`src/rtl/mem_port_arbiter.sv`:
```
// mem_port_arbiter
//   Shares one physical-memory port between the I-cache (line fills) and the
//   D-cache (fills and write-backs). D requests win by default because they
//   belong to the older instruction. A starvation guard hands the next
//   contested grant to I after STARVE_LIMIT consecutive D grants made while I
//   was waiting. A saturating counter records contested grant decisions.
//
// Ports
//   clk, reset            : clock, asynchronous active-high reset
//   icache_read/address   : I-cache fill request (held until icache_resp)
//   icache_resp/rdata     : one-cycle completion pulse, fill data
//   dcache_read/write     : D-cache fill / write-back request (held until resp)
//   dcache_address/wdata  : D request address and write-back data
//   dcache_resp/rdata     : one-cycle completion pulse, fill data
//   pmem_*                : physical memory port
//   conflict_count_reset  : synchronous clear of conflict_count
//   conflict_count        : saturating count of contested decisions
module mem_port_arbiter #(
    parameter int unsigned STARVE_LIMIT = 4,
    parameter int unsigned LINE_W       = 128
) (
    input  logic              clk,
    input  logic              reset,
    input  logic              icache_read,
    input  logic [15:0]       icache_address,
    output logic              icache_resp,
    output logic [LINE_W-1:0] icache_rdata,
    input  logic              dcache_read,
    input  logic              dcache_write,
    input  logic [15:0]       dcache_address,
    input  logic [LINE_W-1:0] dcache_wdata,
    output logic              dcache_resp,
    output logic [LINE_W-1:0] dcache_rdata,
    output logic              pmem_read,
    output logic              pmem_write,
    output logic [15:0]       pmem_address,
    output logic [LINE_W-1:0] pmem_wdata,
    input  logic              pmem_resp,
    input  logic [LINE_W-1:0] pmem_rdata,
    input  logic              conflict_count_reset,
    output logic [15:0]       conflict_count
);

    localparam int unsigned SC_W = $clog2(STARVE_LIMIT + 1);
    localparam logic [SC_W-1:0] STARVE_MAX = SC_W'(STARVE_LIMIT);
    localparam logic [SC_W-1:0] STARVE_ONE = SC_W'(1);

    localparam logic [1:0] ST_IDLE    = 2'd0;
    localparam logic [1:0] ST_SERVE_I = 2'd1;
    localparam logic [1:0] ST_SERVE_D = 2'd2;

    logic [1:0]        r_state;
    logic [15:0]       r_addr;
    logic [LINE_W-1:0] r_wdata;
    logic              r_d_write;
    logic [SC_W-1:0]   r_starve_cnt;
    logic [15:0]       r_conflict_count;

    logic w_d_pend;
    logic w_conflict;
    logic w_grant_i;
    logic w_grant_d;

    assign w_d_pend   = dcache_read | dcache_write;
    assign w_conflict = (r_state == ST_IDLE) & icache_read & w_d_pend;

    // Grant decision is only taken in IDLE; the mandatory IDLE cycle after
    // every transfer lets the finished requester drop its request first.
    always_comb begin
        w_grant_i = 1'b0;
        w_grant_d = 1'b0;
        if (r_state == ST_IDLE) begin
            if (icache_read && w_d_pend) begin
                if (r_starve_cnt == STARVE_MAX) begin
                    w_grant_i = 1'b1;
                end else begin
                    w_grant_d = 1'b1;
                end
            end else if (icache_read) begin
                w_grant_i = 1'b1;
            end else if (w_d_pend) begin
                w_grant_d = 1'b1;
            end
        end
    end

    always_ff @(posedge clk or posedge reset) begin
        if (reset) begin
            r_state      <= ST_IDLE;
            r_addr       <= '0;
            r_wdata      <= '0;
            r_d_write    <= 1'b0;
            r_starve_cnt <= '0;
        end else begin
            case (r_state)
                ST_IDLE: begin
                    if (w_grant_i) begin
                        r_state      <= ST_SERVE_I;
                        r_addr       <= icache_address;
                        r_wdata      <= dcache_wdata;
                        r_d_write    <= 1'b0;
                        r_starve_cnt <= '0;
                    end else if (w_grant_d) begin
                        r_state   <= ST_SERVE_D;
                        r_addr    <= dcache_address;
                        r_wdata   <= dcache_wdata;
                        // read+write together is treated as a write-back
                        r_d_write <= dcache_write;
                        if (icache_read && (r_starve_cnt != STARVE_MAX)) begin
                            r_starve_cnt <= r_starve_cnt + STARVE_ONE;
                        end
                    end
                end
                ST_SERVE_I, ST_SERVE_D: begin
                    if (pmem_resp) begin
                        r_state <= ST_IDLE;
                    end
                end
                default: r_state <= ST_IDLE;
            endcase
        end
    end

    always_ff @(posedge clk or posedge reset) begin
        if (reset) begin
            r_conflict_count <= '0;
        end else if (conflict_count_reset) begin
            r_conflict_count <= '0;
        end else if (w_conflict && (r_conflict_count != 16'hFFFF)) begin
            r_conflict_count <= r_conflict_count + 16'd1;
        end
    end

    // Strobes come from state so an asynchronous reset drops them at once.
    assign pmem_read    = (r_state == ST_SERVE_I) | ((r_state == ST_SERVE_D) & ~r_d_write);
    assign pmem_write   = (r_state == ST_SERVE_D) & r_d_write;
    assign pmem_address = r_addr;
    assign pmem_wdata   = r_wdata;

    assign icache_resp  = (r_state == ST_SERVE_I) & pmem_resp;
    assign dcache_resp  = (r_state == ST_SERVE_D) & pmem_resp;
    assign icache_rdata = pmem_rdata;
    assign dcache_rdata = pmem_rdata;

    assign conflict_count = r_conflict_count;

endmodule
```
`config.mk`:
```
export PLATFORM = sky130hd
export DESIGN_NAME = mem_port_arbiter
export DESIGN_NICKNAME = d
export VERILOG_FILES = /design/src/rtl/mem_port_arbiter.sv
export SDC_FILE = /design/constraint.sdc
export NUM_CORES = 1
export LEC_CHECK = 0
export CAP_MARGIN = 10
export CORE_AREA = 2 2 275 277
export DETAILED_ROUTE_END_ITERATION = 8
export DIE_AREA = 0 0 277 279
export GPL_ROUTABILITY_DRIVEN = 0
export PLACE_DENSITY_LB_ADDON = 0.3
export SETUP_SLACK_MARGIN = 0.1
export SLEW_MARGIN = 5
export SYNTH_ARGS = -nofsm -noshare
export SYNTH_HDL_FRONTEND = slang
export SYNTH_SLANG_ARGS = --single-unit
```
`constraint.sdc`:
```
create_clock -name clk -period 12.8 [get_ports clk]
set_input_delay 3.2 -clock clk [delete_from_list [all_inputs] [get_ports clk]]
set_output_delay 3.2 -clock clk [all_outputs]
set_load 0.005 [all_outputs]
```
==> flow_summary_export.csv, run 1 <==
group,metric,value,unit
worst_setup_path,critPathMostFrequentCell,"clkdlybuf4s50_1",
die,dieHeight,279,um
cts,cts.hold.buffers_added,0,
cts,clk_pin_slew_worst_paths,0.07,ns
routing,dr.max_layer_used,"met5",
die,coreArea,74070,sq um
cts,cts_sinks,166,
logic_synthesis,synthMuxAreaShare,17.40,%
cells_and_area,area_delta_synth_final,36.70,%
cts,cts_resized,0,
worst_setup_path,crit_path_end_kind,"output port",
routing,wl,28970,um
routing,wire_per_inst,16.11,um
routing,drt-initial-drc-count,128,
job,maxCapViolCount,0,
sta,hold_violations,0,
worst_setup_path,cp_max_fo,3,
logic_synthesis,syn_area,8601,sq um
worst_hold_path,hp-class,"register to register",
routing,post-route-drc-count,0,
sta,timing.slew.headroom,34.37,%
sta,setup_violations,0,
logic_synthesis,seq_area_frac_synth,48.30,%
die,die_area,77280,sq um
routing,drt_pass1_iterations,4,
global_route,grt_use_total,7.565,%
worst_hold_path,min_delay_path_depth,2,
logic_synthesis,synthAdderAreaFrac,0.8729,%
routing,ant_nets,0,
worst_setup_path,startpoint_type,"input port",
sta,rsz0062_at_grt,"no",
sta,finalSetupTns,0,ns
placed_design,numPortBuffers,330,
global_route,grt_pass1_wl,41590,um
cts,cts_buffers,17,
routing,vias_per_cell,3.023,
routing,vias,5435,
sta,tightest_slew,0.9844,ns
sta,drv_slew,0,
sta,final.setup.worst_slack,5.256,ns
global_route,grt_pass1_vias,5881,
cts,htree_levels,4,
power,power_density,214.9,nW/um^2
logic_synthesis,synthCells,741,
cts,clockBufferDepth,2,
cts,cts_tree,"built",
power,peakVddDrop,0.08545,mV
global_route,antenna_found_initial,3,
logic_synthesis,synth-compound-area-share,4.888,%
routing,met1_length,10150,um
worst_setup_path,path_cells,"clkdlybuf4s50_1 > and2_1 > clkdlybuf4s50_1",
sta,final.min_clock_period,7.544,ns
logic_synthesis,ys_types,35,
cells_and_area,layout-drive-gt1-share,12.33,%
cts,clk_latency,0.47,ns
logic_synthesis,synth_xor_area_share,0,%
run_status,status,"complete, no violations",
logic_synthesis,yosysWarningCount,0,
logic_synthesis,synth_fp_nets,1042,
logic_synthesis,synthSimpleGateAreaFrac,4.582,%
cells_and_area,n_fill_cell,8241,
worst_setup_path,path_depth,3,
sta,max_freq,132.6,MHz
cells_and_area,multi_input_comb_area,2394,sq um
global_route,grt_overflow,0,
worst_setup_path,crit_slowest_cell,"clkdlybuf4s50_1",
logic_synthesis,avgSynthCellArea,11.61,sq um
worst_setup_path,cp_slowest_stage_delay,0.50,ns
worst_setup_path,worst_ep_arrival_time,4.34,ns
routing,route.met3.wl,3503,um
worst_setup_path,reg2regPathDepth,5,
die,row_count,100,
logic_synthesis,synth_seq_cells,166,
die,io_pins,715,
cts,clockRootBuffer,"clkbuf_16",
die,die_w,277,um
placed_design,hpwl,21640,um
placed_design,pre_cts_ws,5.245,ns
logic_synthesis,synth_top_family_by_area,"buffers and inverters",
sta,skew,0.01028,ns
worst_setup_path,path_buf_inv,2,
routing,wl_met2,13260,um
sta,finalCritPeriodShare,58.94,%
cells_and_area,regArea,4154,sq um
sta,hold_ws,0.4853,ns
worst_setup_path,required,9.60,ns
power,p_leak,0.004402,uW
cells_and_area,final_nets,1115,
global_route,grt_max_degree,98,
worst_setup_path,cp_top_family,"buffers and inverters",
die,start_util,11.61,%
worst_setup_path,worstSetupPathType,"input port to output port",
cts,cts_setup_buffers,0,
cells_and_area,final_util,15.87,%
-- where the power goes --
group	leakage (uW)	switching, uW	internal [uW]
combinational	0.00212	397	668
clock	0.000301	280	286
sequential	0.00199	129	767
-- cell families (layout without fill, tap and decap cells) --
logic type      Yosys count  count (layout)
mux                     133             133
flops                   166             166
other cells               0               2
fa+ha+maj                 6               6
simple gates             77              77
compound gates           69              69
buf+inv                 290             376
-- cell usage after synthesis, drive strengths merged --
master	number	area share, %
nand3	9	0.52
and3	2	0.15
buf	265	23
inv	9	0.39
o211a	1	0.12
a211oi	3	0.26
o41ai	1	0.19
and4	2	0.20
or2	1	0.073
clkbuf	16	0.70
o31ai	7	0.61
nand4	5	0.36
mux2	132	17
nor4	1	0.073
nor2b	4	0.29
nor3	2	0.12
ha	6	0.87
o2bb2ai	1	0.10
nand2	26	1.1
a21o	1	0.087
o21ai	24	1.4
o22ai	16	1.2
dfrtp	166	48
o211ai	1	0.087
and2	3	0.22
mux2i	1	0.12
a32o	1	0.12
nor2	9	0.39
or3	3	0.22
nand2b	3	0.22
or4	7	0.61
a21oi	13	0.76
-- flip-flops by register name, indices dropped and copies added (netlist names) --
name,flops
conflict_count,16
pmem_wdata,128
pmem_address,16
r_starve_cnt,3
r_state,2
r_d_write,1
-- layout by cell type, fill, tap and decap left out, types with 3 or more instances in the layout --
master / synthesis / layout
clkdlybuf4s50_1: 0 / 330
dfrtp_1: 166 / 166
mux2_1: 70 / 70
mux2_2: 62 / 62
nand2_1: 26 / 26
clkbuf_16: 0 / 17
o22ai_1: 16 / 16
o21ai_0: 15 / 15
a21oi_1: 13 / 13
nand3_1: 9 / 9
nor2_1: 9 / 9
o21ai_1: 9 / 9
inv_1: 9 / 8
inv_6: 0 / 7
o31ai_1: 7 / 7
or4_1: 7 / 7
ha_1: 6 / 6
nand4_1: 5 / 5
buf_4: 256 / 5
nor2b_1: 4 / 4
and2_1: 3 / 3
or3_1: 3 / 3
a211oi_1: 3 / 3
clkinv_8: 0 / 3
inv_8: 0 / 3
-- area by class of cell --
class / instances / share of cell area, %
Clock inverter: 14 / 1.479
Antenna cell: 2 / 0.04257
Multi-Input combinational cell: 285 / 20.36
Clock buffer: 18 / 3.735
Sequential cell: 166 / 35.33
Inverter: 9 / 0.3299
Tap cell: 969 / 10.31
Timing Repair Buffer: 335 / 28.41
-- stage by stage --
| step | instance area [sq um] | cells | total power [uW] |
|---|---|---|---|
| CTS | 11750 | 1796 | 2611 |
| global route | 11750 | 1796 | 2710 |
| global placement | 11140 | 1764 | 1988 |
| floorplan | 8601 | 741 | 1364 |
| detailed placement | 11140 | 1764 | 2004 |
| finish | 11760 | 1798 | 2527 |
-- worst register-to-register path: cells and delay by family, from the launching register on --
kind	cells	cell delay (ns)
buffers and inverters	2	0.87
AND/OR/NAND/NOR	1	0.51
multiplexers	1	0.48
adder cells (fa/ha/maj)	1	0.39
flip-flops	1	0.36
-- layer usage --
| metal | GRT usage (%) | up-vias |
|---|---|---|
| met3 | 4.585 | 117 |
| met2 | 11.71 | 325 |
| met4 | 6.048 | 4 |
| met5 | 0 | - |
| li1 | - | 2411 |
| met1 | 7.266 | 2578 |
-- worst paths after layout --
kind / endpoint / slack [ns] / startpoint
min in group asynchronous: pmem_wdata[74]$_DFFE_PP0P_ / 3.31 / reset
max: icache_resp / 5.26 / pmem_resp
max reg2reg: pmem_wdata[127]$_DFFE_PP0P_ / 10.07 / r_state[0]$_DFFE_PP0P_
min reg2reg: pmem_address[11]$_DFFE_PP0P_ / 0.49 / pmem_address[11]$_DFFE_PP0P_
min: pmem_address[11]$_DFFE_PP0P_ / 0.49 / pmem_address[11]$_DFFE_PP0P_
max in group asynchronous: pmem_wdata[15]$_DFFE_PP0P_ / 7.96 / reset
Note: power is estimated with default switching activity, not from simulation.
==> run 2, diff against run 1 <==
clock period = 6.3 ns   (was 12.8 ns; I/O delays follow)
==> run 2 against run 1 <==
Net effect:
- die area did not move
- count of clock-buffer cells in the layout fell by 1
- setup slack got worse by 3.2 ns
- sequential share of layout area fell by 0.18 points
- non-clock buffer count rose by 2
- total power rose by 100%
- clock power rose by 100%
- critical path type unchanged
==> flow_summary_export.csv, run 2 (same netlist as run 1, synthesis figures left out) <==
group,metric,value,unit
sta,finalSetupTns,0,ns
global_route,grt_max_degree,92,
global_route,grt_overflow,0,
cells_and_area,final_common_cell,"clkdlybuf4s50_1",
worst_setup_path,startpoint_type,"input port",
power,peakVddDrop,0.1739,mV
worst_setup_path,worst_ep_arrival_time,2.71,ns
cts,cts.hold.buffers_added,0,
die,row_count,100,
cells_and_area,layout_common_cells,"clkdlybuf4s50_1, dfrtp_1, mux2_1",
cts,cts_sinks,166,
routing,drt_pass1_iterations,4,
die,die_w,277,um
global_route,grt_pass1_vias,5961,
sta,tightest_slew,0.9276,ns
sta,timing.slew.headroom,38.16,%
cts,clk_pin_slew_worst_paths,0.08,ns
die,start_util,11.61,%
routing,ant_nets,0,
sta,final.min_clock_period,4.286,ns
cts,cts_tree,"built",
cells_and_area,final_util,15.95,%
sta,final.setup.worst_slack,2.014,ns
power,p_leak,0.004422,uW
power,power_density,438.0,nW/um^2
cells_and_area,area_delta_synth_final,37.39,%
run_status,status,"complete, no violations",
global_route,grt_use_total,7.616,%
placed_design,numPortBuffers,330,
routing,wire_per_inst,16.21,um
worst_setup_path,crit_path_end_kind,"output port",
die,dieHeight,279,um
sta,hold_violations,0,
cts,clockBufferDepth,2,
sta,rsz0062_at_grt,"no",
global_route,grt_pass1_wl,42080,um
cts,clockRootBuffer,"clkbuf_16",
routing,drt-initial-drc-count,133,
die,io_pins,715,
routing,post-route-drc-count,0,
cells_and_area,largest_reg_flops,128,
die,die_area,77280,sq um
worst_setup_path,worstSetupPathType,"input port to output port",
sta,max_freq,233.3,MHz
routing,wl,29180,um
worst_setup_path,cp_max_fo,3,
cts,clk_latency,0.49,ns
sta,finalCritPeriodShare,68.02,%
global_route,antenna_found_initial,3,
routing,vias,5501,
power,power,5175,uW
worst_setup_path,required,4.72,ns
sta,drv_slew,0,
worst_hold_path,hp-class,"register to register",
cts,htree_levels,4,
cts,cts_setup_buffers,0,
placed_design,pre_cts_ws,1.993,ns
sta,setup_violations,0,
sta,skew,0.02343,ns
placed_design,hpwl,22010,um
job,maxCapViolCount,0,
die,coreArea,74070,sq um
cells_and_area,final_nets,1117,
cells_and_area,layout-drive-gt1-share,12.55,%
cts,cts_buffers,17,
cts,cts_resized,0,
routing,vias_per_cell,3.056,
## run 2: power breakdown
group | internal [uW] | switching, uW
Combinational | 1370 | 808
Sequential | 1560 | 283
Clock | 578 | 576
Total | 3510 | 1670
## run 2: metal layers
layer / GRT usage, % / routed length [um]
met2: 11.73 / 13410
met3: 4.544 / 3406
met4: 5.964 / 2053
met5: 0 / 21
met1: 7.459 / 10290
## run 2: final timing paths
kind	cells after the start	slack [ns]	endpoint	startpoint
max	3	2.01	dcache_resp	pmem_resp
min reg2reg	2	0.48	pmem_address[11]$_DFFE_PP0P_	pmem_address[11]$_DFFE_PP0P_
min in group asynchronous	2	1.66	pmem_wdata[78]$_DFFE_PP0P_	reset
max reg2reg	6	3.45	conflict_count[10]$_DFFE_PP0P_	r_state[1]$_DFFE_PP0P_
min	2	0.48	pmem_address[11]$_DFFE_PP0P_	pmem_address[11]$_DFFE_PP0P_
max in group asynchronous	3	3.68	conflict_count[12]$_DFFE_PP0P_	reset
## run 2: worst max-delay path, cell delays in order
cell             delay (ns)
clkdlybuf4s50_1        0.50
and2_1                 0.14
clkdlybuf4s50_1        0.50
## run 2: final cells by class
class                           instances  area [sq um]
Inverter                                9         38.79
Clock buffer                           17         425.4
Tap cell                              969          1212
Antenna cell                            2         5.005
Sequential cell                       166          4154
Fill cell                            8285         62250
Timing Repair Buffer                  337          3381
Multi-Input combinational cell        285          2394
Clock inverter                         15         206.4
## run 2: per-stage QoR
| step | hold slack [ns] | instance area (sq um) | std cells |
|---|---|---|---|
| detailed placement | 0.4716 | 11180 | 1766 |
| global placement | 0.4619 | 11180 | 1766 |
| finish | 0.4831 | 11820 | 1800 |
| floorplan | 0.4523 | 8601 | 741 |
| CTS | 0.4898 | 11810 | 1798 |
| global route | 0.5066 | 11810 | 1798 |
==> run 3, diff against run 2 <==
CORE_AREA = 2 2 278 280   (was 2 2 275 277)
DIE_AREA = 0 0 280 282   (was 0 0 277 279)
clock period = 4.2 ns   (was 6.3 ns; I/O delays follow)
==> run 3 against run 2 <==
Net effect:
- setup slack got worse by 1.1 ns
- final area up 0.51%
- count of clock-buffer cells in the layout is 1 higher
- total power rose by 48%
- clock skew is essentially flat
- wire length up 2.4%
- first-iteration DRC count increased by 66%
- largest cell class unchanged
- sequential cell count stayed put
- combinational power rose by 53%
- via count about the same
- non-clock buffer count grew 13
- global-route usage shrank 0.12 points
==> flow_summary_export.csv, run 3 (same netlist as run 1, synthesis figures left out) <==
group,metric,value,unit
cts,clockRootBuffer,"clkbuf_16",
routing,vias_per_cell,3.026,
power,peakVddDrop,0.2400,mV
sta,tightest_slew,0.8970,ns
sta,rsz0062_at_grt,"no",
sta,hold_ws,0.4867,ns
routing,post-route-drc-count,0,
sta,finalSetupTns,0,ns
power,p_sw_share,31.14,%
cells_and_area,final_nets,1130,
routing,ant_nets,0,
cells_and_area,largest_reg_flops,128,
sta,final.min_clock_period,3.253,ns
routing,drt-initial-drc-count,221,
routing,vias,5505,
global_route,grt_pass1_wl,41810,um
cts,cts.hold.buffers_added,0,
power,power_density,643.6,nW/um^2
worst_setup_path,worstSetupPathType,"input port to output port",
cts,clk_latency,0.48,ns
power,p_leak,0.004457,uW
worst_setup_path,worst_ep_arrival_time,2.20,ns
worst_setup_path,startpoint_type,"input port",
cells_and_area,diodes,0,
cts,cts_resized,0,
global_route,grt_max_degree,46,
die,coreArea,75700,sq um
die,io_pins,715,
cts,cts_sinks,166,
cells_and_area,layout-drive-gt1-share,13.67,%
global_route,antenna_found_initial,5,
sta,max_freq,307.4,MHz
routing,wl,29870,um
sta,setup_violations,0,
job,maxCapViolCount,0,
routing,drt_pass1_iterations,4,
placed_design,hpwl,23190,um
global_route,grt_pass1_vias,5940,
cells_and_area,layout_common_cells,"clkdlybuf4s50_1, dfrtp_1, mux2_1",
cts,cts_tree,"built",
cells_and_area,final_common_cell,"clkdlybuf4s50_1",
die,row_count,101,
die,start_util,11.36,%
die,die_w,280,um
run_status,status,"complete, no violations",
power,power_frac_comb,43.5,%
sta,drv_slew,0,
cts,htree_levels,4,
placed_design,numPortBuffers,330,
worst_hold_path,hp-class,"register to register",
cts,cts_buffers,17,
cts,cts_setup_buffers,0,
cts,clockBufferDepth,2,
cells_and_area,area_delta_synth_final,38.09,%
power,internal_power,5264,uW
cts,clk_pin_slew_worst_paths,0.06,ns
worst_setup_path,required,3.15,ns
routing,wire_per_inst,16.42,um
sta,skew,0.02331,ns
sta,finalCritPeriodShare,77.45,%
worst_setup_path,crit_path_end_kind,"output port",
sta,hold_violations,0,
power,seqPwrFrac,35.8,%
global_route,grt_use_total,7.495,%
die,die_area,78960,sq um
power,clock_power_share,20.7,%
sta,timing.slew.headroom,40.08,%
worst_setup_path,cp_max_fo,3,
global_route,grt_overflow,0,
die,dieHeight,282,um
power,p_switching,2380,uW
## run 3: power groups by stage
| stage | clock network [uW] | logic, uW | registers (uW) |
|---|---|---|---|
| 2_1_floorplan | 0 | 1380 | 2780 |
| 3_3_place_gp | 0 | 3410 | 2750 |
| 3_5_place_dp | 0 | 3430 | 2770 |
| 4_1_cts | 1710 | 3440 | 2750 |
| 5_1_grt | 1740 | 3620 | 2830 |
| 6_report | 1580 | 3330 | 2730 |
## run 3: stage by stage
stage	std cells	cell area [sq um]	utilization, %	worst slack, ns	total power [uW]
2_1_floorplan	741	8605	-	1.037	4157
3_3_place_gp	1788	11320	14.96	0.8610	6159
3_5_place_dp	1788	11320	14.96	0.8094	6194
4_1_cts	1819	11880	15.69	0.9351	7895
5_1_grt	1819	11880	15.69	0.8972	8187
6_report	1819	11880	15.69	0.9470	7644
## run 3: path summary, 6_finish.rpt
path	start	end	slack, ns	cells after the start
max	pmem_resp	dcache_resp	0.95	3
min	pmem_address[3]$_DFFE_PP0P_	pmem_address[3]$_DFFE_PP0P_	0.49	2
max reg2reg	r_state[0]$_DFFE_PP0P_	conflict_count[10]$_DFFE_PP0P_	1.64	6
min reg2reg	pmem_address[3]$_DFFE_PP0P_	pmem_address[3]$_DFFE_PP0P_	0.49	2
max in group asynchronous	reset	pmem_wdata[81]$_DFFE_PP0P_	2.30	3
min in group asynchronous	reset	pmem_wdata[72]$_DFFE_PP0P_	1.10	2
## run 3: layout make-up
| cell class | count | area (sq um) |
|---|---|---|
| inverter | 9 | 37.54 |
| clock inverter | 13 | 122.6 |
| timing repair buffer | 350 | 3516 |
| fill | 8360 | 63820 |
| tap | 978 | 1224 |
| sequential | 166 | 4154 |
| multi-input combinational | 285 | 2394 |
| clock buffer | 18 | 429.2 |
## run 3: per-layer routing
layer | global-route usage (%) | up-vias | part of all wire [%]
met4 | 5.224 | 6 | 5.4
li1 | - | 2433 | -
met5 | 0 | - | 0.14
met1 | 7.630 | 2608 | 37
met2 | 11.58 | 339 | 46
met3 | 4.334 | 119 | 12
## run 3: worst max-delay path, stage by stage
cell and delay (ns):
clkdlybuf4s50_1 0.50, and2_1 0.15, clkdlybuf4s50_1 0.51
